File: src/rtl/fpga_run_ctrl_pkg.sv
// rtl/fpga_run_ctrl_pkg.sv - shared types, LED map and helpers for the FPGA run sequencer
package fpga_run_ctrl_pkg;

    typedef enum logic [2:0] {
        ST_RESET_HOLD = 3'd0,
        ST_BOOT_WAIT  = 3'd1,
        ST_RUN        = 3'd2,
        ST_PASS       = 3'd3,
        ST_FAIL       = 3'd4,
        ST_TIMEOUT    = 3'd5
    } run_state_e;

    localparam int LED_PASS    = 0;
    localparam int LED_FAIL    = 1;
    localparam int LED_RUN     = 2;
    localparam int LED_TIMEOUT = 3;
    localparam int LED_ACT     = 4;
    localparam int LED_HEART   = 5;
    localparam int LED_REQ     = 6;
    localparam int LED_ALIVE   = 7;

    localparam logic [31:0] TIMEOUT_EXIT_CODE = 32'hFFFF_FFFF;

    function automatic logic [31:0] sat_inc(input logic [31:0] v);
        return (v == 32'hFFFF_FFFF) ? v : v + 32'd1;
    endfunction

endpackage

File: src/rtl/fpga_run_ctrl_btn_debounce.sv
// rtl/fpga_run_ctrl_btn_debounce.sv - button synchronizer and debounce filter
module btn_debounce
    import fpga_run_ctrl_pkg::*;
#(
    parameter int unsigned DEBOUNCE_CYCLES = 250000
) (
    input  logic clk_i,
    input  logic rst_i,
    input  logic btn_ni,
    output logic level_o
);

    logic        sync1_q, sync2_q;
    logic        level_q, level_d;
    logic [31:0] cnt_q, cnt_d;

    // Level flips only after DEBOUNCE_CYCLES consecutive disagreeing samples.
    always_comb begin
        level_d = level_q;
        cnt_d   = '0;
        if (sync2_q != level_q) begin
            if (cnt_q == DEBOUNCE_CYCLES - 1) begin
                level_d = sync2_q;
            end else begin
                cnt_d = sat_inc(cnt_q);
            end
        end
    end

    always_ff @(posedge clk_i) begin
        if (rst_i) begin
            sync1_q <= 1'b1;
            sync2_q <= 1'b1;
            level_q <= 1'b1;
            cnt_q   <= '0;
        end else begin
            sync1_q <= btn_ni;
            sync2_q <= sync1_q;
            level_q <= level_d;
            cnt_q   <= cnt_d;
        end
    end

    assign level_o = level_q;

endmodule

File: src/rtl/fpga_run_ctrl.sv
// rtl/fpga_run_ctrl.sv - boot/run sequencer, watchdog and LED driver for the core test wrapper
module fpga_run_ctrl
    import fpga_run_ctrl_pkg::*;
#(
    parameter int unsigned DEBOUNCE_CYCLES    = 250000,
    parameter int unsigned RESET_HOLD_CYCLES  = 16,
    parameter int unsigned BOOT_DELAY_CYCLES  = 16,
    parameter int unsigned WATCHDOG_CYCLES    = 2**24,
    parameter int unsigned BLINK_HALF_CYCLES  = 12500000,
    parameter int unsigned ACT_STRETCH_CYCLES = 2500000
) (
    input  logic        clk_i,
    input  logic        rst_i,
    input  logic        btn_rst_ni,
    output logic        core_rst_no,
    output logic        fetch_enable_o,
    input  logic        tests_passed_i,
    input  logic        tests_failed_i,
    input  logic        exit_valid_i,
    input  logic [31:0] exit_value_i,
    input  logic        instr_req_i,
    input  logic        instr_gnt_i,
    output logic [2:0]  state_o,
    output logic [31:0] exit_value_o,
    output logic        done_o,
    output logic [7:0]  led_o
);

    localparam logic [2:0] S_RESET_HOLD = ST_RESET_HOLD;
    localparam logic [2:0] S_BOOT_WAIT  = ST_BOOT_WAIT;
    localparam logic [2:0] S_RUN        = ST_RUN;
    localparam logic [2:0] S_PASS       = ST_PASS;
    localparam logic [2:0] S_FAIL       = ST_FAIL;
    localparam logic [2:0] S_TIMEOUT    = ST_TIMEOUT;

    logic        btn_level;
    logic [2:0]  state_q, state_d;
    logic [31:0] cnt_q, cnt_d, wd_q, wd_d, exit_q, exit_d;
    logic [31:0] act_q, act_d, hb_cnt_q, hb_cnt_d;
    logic        hb_q, hb_d, rstn_q, fe_q, done_q, req_q;
    logic        fail_hit, pass_hit, wd_expired;

    btn_debounce #(.DEBOUNCE_CYCLES(DEBOUNCE_CYCLES)) u_btn (
        .clk_i   (clk_i),
        .rst_i   (rst_i),
        .btn_ni  (btn_rst_ni),
        .level_o (btn_level)
    );

    assign fail_hit   = tests_failed_i || (exit_valid_i && (exit_value_i != 32'd0));
    assign pass_hit   = tests_passed_i || (exit_valid_i && (exit_value_i == 32'd0));
    assign wd_expired = (WATCHDOG_CYCLES != 0) && !instr_gnt_i && (wd_q == WATCHDOG_CYCLES - 1);

    always_comb begin
        state_d = state_q;
        case (state_q)
            S_RESET_HOLD: if (cnt_q == RESET_HOLD_CYCLES - 1) state_d = S_BOOT_WAIT;
            S_BOOT_WAIT:  if (cnt_q == BOOT_DELAY_CYCLES - 1) state_d = S_RUN;
            S_RUN: begin
                if (fail_hit)        state_d = S_FAIL;
                else if (pass_hit)   state_d = S_PASS;
                else if (wd_expired) state_d = S_TIMEOUT;
            end
            S_PASS, S_FAIL, S_TIMEOUT: state_d = state_q;
            default: state_d = S_RESET_HOLD;
        endcase
        // A debounced press overrides every other transition.
        if (!btn_level) state_d = S_RESET_HOLD;
    end

    always_comb begin
        cnt_d = (!btn_level || (state_d != state_q)) ? 32'd0 : sat_inc(cnt_q);
        wd_d  = (state_q == S_RUN && state_d == S_RUN && !instr_gnt_i) ? sat_inc(wd_q) : 32'd0;

        exit_d = exit_q;
        if (state_d == S_RESET_HOLD) begin
            exit_d = '0;
        end else if (state_q == S_RUN && state_d != S_RUN) begin
            if (exit_valid_i)           exit_d = exit_value_i;
            else if (state_d == S_PASS) exit_d = 32'd0;
            else if (state_d == S_FAIL) exit_d = 32'd1;
            else                        exit_d = TIMEOUT_EXIT_CODE;
        end

        if (instr_gnt_i)       act_d = ACT_STRETCH_CYCLES;
        else if (act_q != 0)   act_d = act_q - 32'd1;
        else                   act_d = '0;

        hb_d = hb_q;
        if (hb_cnt_q == BLINK_HALF_CYCLES - 1) begin
            hb_cnt_d = '0;
            hb_d     = ~hb_q;
        end else begin
            hb_cnt_d = sat_inc(hb_cnt_q);
        end
    end

    always_ff @(posedge clk_i) begin
        if (rst_i) begin
            state_q  <= S_RESET_HOLD;
            cnt_q    <= '0;
            wd_q     <= '0;
            exit_q   <= '0;
            act_q    <= '0;
            hb_cnt_q <= '0;
            hb_q     <= 1'b0;
            rstn_q   <= 1'b0;
            fe_q     <= 1'b0;
            done_q   <= 1'b0;
            req_q    <= 1'b0;
        end else begin
            state_q  <= state_d;
            cnt_q    <= cnt_d;
            wd_q     <= wd_d;
            exit_q   <= exit_d;
            act_q    <= act_d;
            hb_cnt_q <= hb_cnt_d;
            hb_q     <= hb_d;
            rstn_q   <= (state_d != S_RESET_HOLD);
            fe_q     <= (state_d == S_RUN) || (state_d == S_PASS) ||
                        (state_d == S_FAIL) || (state_d == S_TIMEOUT);
            done_q   <= (state_d == S_PASS) || (state_d == S_FAIL) || (state_d == S_TIMEOUT);
            req_q    <= instr_req_i;
        end
    end

    always_comb begin
        led_o              = '0;
        led_o[LED_PASS]    = (state_q == S_PASS);
        led_o[LED_FAIL]    = (state_q == S_FAIL);
        led_o[LED_RUN]     = (state_q == S_RUN);
        led_o[LED_TIMEOUT] = (state_q == S_TIMEOUT);
        led_o[LED_ACT]     = (act_q != 0);
        led_o[LED_HEART]   = hb_q;
        led_o[LED_REQ]     = req_q;
        led_o[LED_ALIVE]   = 1'b1;
    end

    assign state_o        = state_q;
    assign core_rst_no    = rstn_q;
    assign fetch_enable_o = fe_q;
    assign done_o         = done_q;
    assign exit_value_o   = exit_q;

endmodule

File: config.mk
export PLATFORM = sky130hd
export DESIGN_NAME = fpga_run_ctrl
export DESIGN_NICKNAME = d
export VERILOG_FILES = /design/src/rtl/fpga_run_ctrl_pkg.sv /design/src/rtl/fpga_run_ctrl_btn_debounce.sv /design/src/rtl/fpga_run_ctrl.sv
export SDC_FILE = /design/constraint.sdc
export NUM_CORES = 1
export LEC_CHECK = 0
export CAP_MARGIN = 20
export CORE_ASPECT_RATIO = 0.5
export CORE_MARGIN = 4
export CORE_UTILIZATION = 63
export CTS_BUF_LIST = sky130_fd_sc_hd__clkbuf_16
export DETAILED_ROUTE_END_ITERATION = 16
export GPL_TIMING_DRIVEN = 1
export PLACE_DENSITY = 0.86
export SETUP_SLACK_MARGIN = 0.4
export SYNTH_ARGS = -nofsm -noshare
export SYNTH_HDL_FRONTEND = slang
export SYNTH_SLANG_ARGS = --single-unit
File: constraint.sdc
create_clock -name clk_i -period 5.6 [get_ports clk_i]
set_clock_uncertainty 0.15 [all_clocks]
set_input_delay 1.12 -clock clk_i [delete_from_list [all_inputs] [get_ports clk_i]]
set_output_delay 1.12 -clock clk_i [all_outputs]
set_load 0.02 [all_outputs]
---- Yosys cells after proc, flatten, opt, wreduce, memory -nomap -nowiden ----
Index checks and enable logic that the tools add are counted.
storage, ports and cells
  word-level logic and storage cells ...... 87
  bits in registers ....................... 203
  output and inout bits ................... 46
  bits of input ports ..................... 40
operators by class
  bitwise operators ....................... 4
  add/sub/neg operators ................... 5
  reductions and logical operators ........ 30
  equal/unequal tests ..................... 20
  muxes and demuxes ....................... 12
operators by type and width
  kind                                                                     count
  32-bit by 1-bit adder with 32-bit output, second input constant          4
  32-bit equality test, second input constant                              4
  32-bit 2-to-1 mux                                                        3
  32-bit by 24-bit equality test with 1-bit output, second input constant  2
  32-bit nonzero test                                                      2
  22-bit 2-to-1 mux                                                        2
  32-bit by 18-bit equality test with 1-bit output, second input constant  1
  32-bit by 4-bit equality test with 1-bit output, second input constant   1
  32-bit logical NOT                                                       1
  32-bit by 1-bit subtractor with 32-bit output, second input constant     1
  3-bit 2-to-1 mux                                                         6
  3-bit by 2-bit equality test with 1-bit output, second input constant    4
  3-bit equality test, second input constant                               4
  3-bit case mux with 4 select lines                                       1
  3-bit OR reduction                                                       3
  1-bit logical OR                                                         8
  2-bit OR reduction                                                       4
  1-bit logical AND                                                        6
  3-bit logical NOT                                                        2
  1-bit NOT                                                                4
  3-bit by 1-bit equality test with 1-bit output, second input constant    1
  3-bit by 2-bit != test with 1-bit output, second input constant          1
  3-bit != test                                                            1
  3-bit nonzero test                                                       1
  other kinds (3)                                                          4

---- Logic depth before layout (Yosys ltp) ----
  depth in word-level cells ............... 12
  depth in mapped cells ................... 10

---- Cells and area by module ----
Synthesis repeated with hierarchy kept, for this count alone.
unflattened totals
  cells, all modules ...................... 1,124
  area, all modules ....................... 9,479.1 µm²
by module, submodules not included
  module         area each (µm²)  times used  cells an instance  sequential area each (µm²)
  fpga_run_ctrl  7,697.4          1           916                3,363.2
  btn_debounce   1,781.7          1           208                700.7

---- Worst setup path after synthesis ----
OpenSTA, ideal clock, no wires.
  path type ............................... input -> register
  start ................................... in instr_gnt_i
  end ..................................... reg wd_q[6]
  cell stages on the path ................. 10
  buffers on the path ..................... 3
  required time ........................... 5.386 ns
  path slack .............................. 2.445 ns
  setup time .............................. 0.064 ns
  arrival time ............................ 2.941 ns
  cell sequence ........................... clkbuf_1 nor2_1 nand3_1 o41ai_4 a311o_2 and2_2 or3_1 buf_6 buf_12 nor2_4
between the ends
  longest elaborated chain between the ends .. 12
RTL lines
  item                                            RTL line                                  source
  from (decl)                                     fpga_run_ctrl.sv:22                       input logic instr_gnt_i,
  1-bit logical NOT *                             fpga_run_ctrl.sv:52, fpga_run_ctrl.sv:73
  1-bit logical AND                               fpga_run_ctrl.sv:52                       assign wd_expired = (WATCHDOG_CYCLES != 0) && !instr_gnt_i && (wd_q == WATCHDOG_CYCLES - 1);
  3-bit 2-to-1 mux                                fpga_run_ctrl.sv:62                       else if (wd_expired) state_d = S_TIMEOUT;
  3-bit 2-to-1 mux                                fpga_run_ctrl.sv:61                       else if (pass_hit) state_d = S_PASS;
  3-bit 2-to-1 mux                                fpga_run_ctrl.sv:60                       if (fail_hit) state_d = S_FAIL;
  3-bit case mux with 4 select lines              fpga_run_ctrl.sv:56                       case (state_q)
  3-bit 2-to-1 mux                                fpga_run_ctrl.sv:68                       if (!btn_level) state_d = S_RESET_HOLD;
  3-bit by 2-bit equality test with 1-bit output  fpga_run_ctrl.sv:73                       wd_d = (state_q == S_RUN && state_d == S_RUN && !instr_gnt_i) ? sat_inc(wd_q) : 32'd0;
  1-bit logical AND                               fpga_run_ctrl.sv:73
  1-bit logical AND *                             fpga_run_ctrl.sv:73
  1-bit NOT (no source line) *                    n/a
  2-bit OR reduction (no source line) *           n/a
  to (signal assigned)                            fpga_run_ctrl.sv:114                      wd_q <= wd_d;
  to (decl)                                       fpga_run_ctrl.sv:38                       logic [31:0] cnt_q, cnt_d, wd_q, wd_d, exit_q, exit_d;
Every way passes the cells marked *; elsewhere a longest branch is shown, timed or not.
A chain may end at the register's enable or synchronous reset.

---- Worst setup path in the final report ----
  start ................................... reg act_q[4]
  end ..................................... out led_o[4]
between the ends
  longest elaborated chain between the ends .. 1
RTL lines
  item                    RTL line              source
  from (decl)             fpga_run_ctrl.sv:39   logic [31:0] act_q, act_d, hb_cnt_q, hb_cnt_d;
  from (signal assigned)  fpga_run_ctrl.sv:116  act_q <= act_d;
  32-bit nonzero test     fpga_run_ctrl.sv:133  led_o[LED_ACT] = (act_q != 0);
  to (decl)               fpga_run_ctrl.sv:26   output logic [7:0] led_o
No other way between the ends.

==> impl_metrics.env <==
export IMPL_run_status="complete, no violations"
export IMPL_drc=0
export IMPL_p_int_w=0.00225
export IMPL_gr_total_overflow=0
export IMPL_post_drt_wl_per_cell_um=15.5
export IMPL_power_density_mw_per_mm2=256
export IMPL_grtUsageMet3_pct=3.76
export IMPL_drt_total_wl_mm=21.7
export IMPL_finalSetupTns_ns=0
export IMPL_ys_types=72
export IMPL_crit_fanout=10
export IMPL_p_sw_w=0.000652
export IMPL_dr_pass1_iters=5
export IMPL_synth_edff_count=0
export IMPL_viasPerCell=5.86
export IMPL_netlist_instances=1114
export IMPL_hpwl_mm=14.6
export IMPL_htree_levels=1
export IMPL_grt_max_degree=38
export IMPL_cts_resized=0
export IMPL_dp_cells=1360
export IMPL_startpoint_type="register"
export IMPL_rows=32
export IMPL_p_leak_nw=3.66
export IMPL_route_vias_total=8162
export IMPL_syn_cell_area_mm2=0.00990
export IMPL_rsz0062_at_grt="false"
export IMPL_fmax_mhz=219
export IMPL_utilization_pct=73.4
export IMPL_drv_slew=0
export IMPL_setup_viol=0
export IMPL_clockPowerShare_pct=43.6
export IMPL_hold_depth=1
export IMPL_fin_crit_sh_pct=81.4
export IMPL_io_buffers=84
export IMPL_arrival_ns=3.29
export IMPL_ys_ff_latch=203
export IMPL_combPwrFrac_pct=5.4
export IMPL_slew_headroom_pct=30.8
export IMPL_io_pins=86
export IMPL_final_cells=1394
export IMPL_required_ns=4.33
export IMPL_syn_area_per_cell_um2=8.89
export IMPL_cts_root_buf="clkbuf_16"
export IMPL_areaGrowthSynthToFinish_pct=14.2
export IMPL_diodes=0
export IMPL_power_frac_seq_pct=51.0
export IMPL_use_met2_pct=39.7
export IMPL_path_class="reg2out"
export IMPL_first_iter_violations=467
export IMPL_syn_num_nets=1159
export IMPL_hold_violations=0
export IMPL_maxCapViolCount=0
export IMPL_total_power_w=0.00290
export IMPL_synth_ff_type="dfxtp_1"
export IMPL_peakVddDrop_uv=238
export IMPL_end_kind="primary output"
export IMPL_start_util_pct=64.2
export IMPL_drive_gt1_share_pct=10.3
export IMPL_fin_nets=1223
export IMPL_die_x_um=185
export IMPL_grt_pass1_vias=7859
export IMPL_final_antenna_net_count=0
export IMPL_antenna_found_initial=0
export IMPL_grt_util_all_layers_pct=23.7
export IMPL_async_flop_share_pct=0
export IMPL_cts_path_max_buffers=3
export IMPL_cts_sinks=203
export IMPL_die_height_um=96.7
export IMPL_met1_usage_pct=31.9
export IMPL_yosysSeqAreaShare_pct=41.0
export IMPL_path_clk_slew_ns=0.07
export IMPL_grt_busiest_layer="met2"
export IMPL_cts_setup_buffers=0
export IMPL_r2r_cells=8
export IMPL_coreArea_mm2=0.0154
export IMPL_gp_congestion=0.845
export IMPL_grt_pass1_wl_mm=36.6
export IMPL_cts_buffers=19
export IMPL_period_needed_ns=4.56
export IMPL_holdCritPathClass="reg2reg"
export IMPL_clk_latency_ns=0.49
export IMPL_cts_tree="built"
export IMPL_postCtsHoldBufs=0
export IMPL_nFillCells=1078
export IMPL_yosysWarnings=0
export IMPL_swShare_pct=22.5
export IMPL_holdWs_ns=0.293
export IMPL_worstMarginPinSlew_ns=1.04
export IMPL_die_area_mm2=0.0179
-- metrics by stage --
stage          setup WS [ns]  instance area [um^2]
2_1_floorplan           2.45                  9900
3_3_place_gp            1.17                 10700
3_5_place_dp            1.12                 10700
4_1_cts                 1.06                 11300
5_1_grt                0.951                 11300
6_report                1.04                 11300
-- per-layer routing --
| metal | wire length (um) | share of wire (%) | vias to the layer above |
|---|---|---|---|
| met5 | 0 | 0 | - |
| met4 | 397 | 1.8 | 0 |
| met3 | 1230 | 5.7 | 35 |
| met2 | 10400 | 48 | 241 |
| met1 | 9620 | 44 | 3870 |
| li1 | - | - | 4016 |
-- registers in the layout, summed over array words and instances (netlist names), 3 cells and up --
| register | count |
|---|---|
| cnt_q | 32 |
| wd_q | 32 |
| state_o | 3 |
| exit_value_o | 32 |
| u_btn.cnt_q | 32 |
| act_q | 32 |
| hb_cnt_q | 32 |
-- Yosys cell counts, types with 19 or more instances --
master    instances  area (um^2)
dfxtp_1         203         4060
nand4_1          46          288
xnor2_1          68          596
nor3_1           34          170
nand2_1         137          514
and3_1           19          119
or3_1            19          119
nand3_1          38          190
o221a_1          30          338
nor2_1          151          567
nor4_1           32          200
xor2_1           75          657
a21oi_1          22          110
clkbuf_1         21         78.8
nor2_4           30          338
nor2_2           30          188
-- cells by family (layout without fill, tap and decap cells) --
group	count (synthesis)	in the layout	share of synthesized area (%)
flops	203	203	41.0
xor+xnor	143	143	12.6
fa+ha+maj	5	5	0.632
simple gates	608	608	33.3
buf+inv	61	137	4.30
other cells	1	1	0.0379
mux	2	2	0.202
compound gates	91	91	7.87
-- area by class of cell --
type                            instances  area [um^2]  area share, %
Timing Repair Buffer                   91          913           8.08
Sequential cell                       203         4060           35.9
Multi-Input combinational cell        850         5430           48.0
Clock buffer                           19          475           4.20
Clock inverter                         14          120           1.06
Inverter                               13         48.8          0.432
Tap cell                              204          255           2.26
-- critical path, cell delays in order, from the launching register on --
cell             delay [ns]
dfxtp_1                0.34
or4_4                  0.59
nor4_2                 0.36
nand3_1                0.26
nor2_1                 0.29
nand3b_2               0.32
clkdlybuf4s50_1        0.64
-- worst paths after layout --
path / start / endpoint / slack, ns
setup / recovery: act_q[4] / led_o[4] / 1.04
hold / removal: u_btn.sync1_q / u_btn.sync2_q / 0.29
setup reg to reg: wd_q[15] / cnt_q[2] / 2.34
hold reg to reg: u_btn.sync1_q / u_btn.sync2_q / 0.29
-- power by group through the flow --
stage | combinational [W] | sequential, W | clock (W)
floorplan | 0.000108 | 0.00151 | 0
global placement | 0.000148 | 0.00151 | 0
detailed placement | 0.000153 | 0.00151 | 0
CTS | 0.000156 | 0.00148 | 0.00129
global route | 0.000173 | 0.00148 | 0.00135
finish | 0.000156 | 0.00148 | 0.00126
-- cells in the final DEF, fill, tap and decap left out, types with 9 or more instances in the layout --
master and count:
a21oi_1 21, and2_1 9, and3_1 19, and4_1 11, clkbuf_16 19, clkdlybuf4s50_1 84
dfxtp_1 203, inv_1 14, nand2_1 137, nand3_1 38, nand4_1 46, nor2_1 151
nor2_2 30, nor2_4 30, nor3_1 34, nor4_1 32, o21ai_0 13, o221a_1 30
or3_1 18, or4_1 9, xnor2_1 68, xor2_1 75
Power figures use the tool's default switching activity.
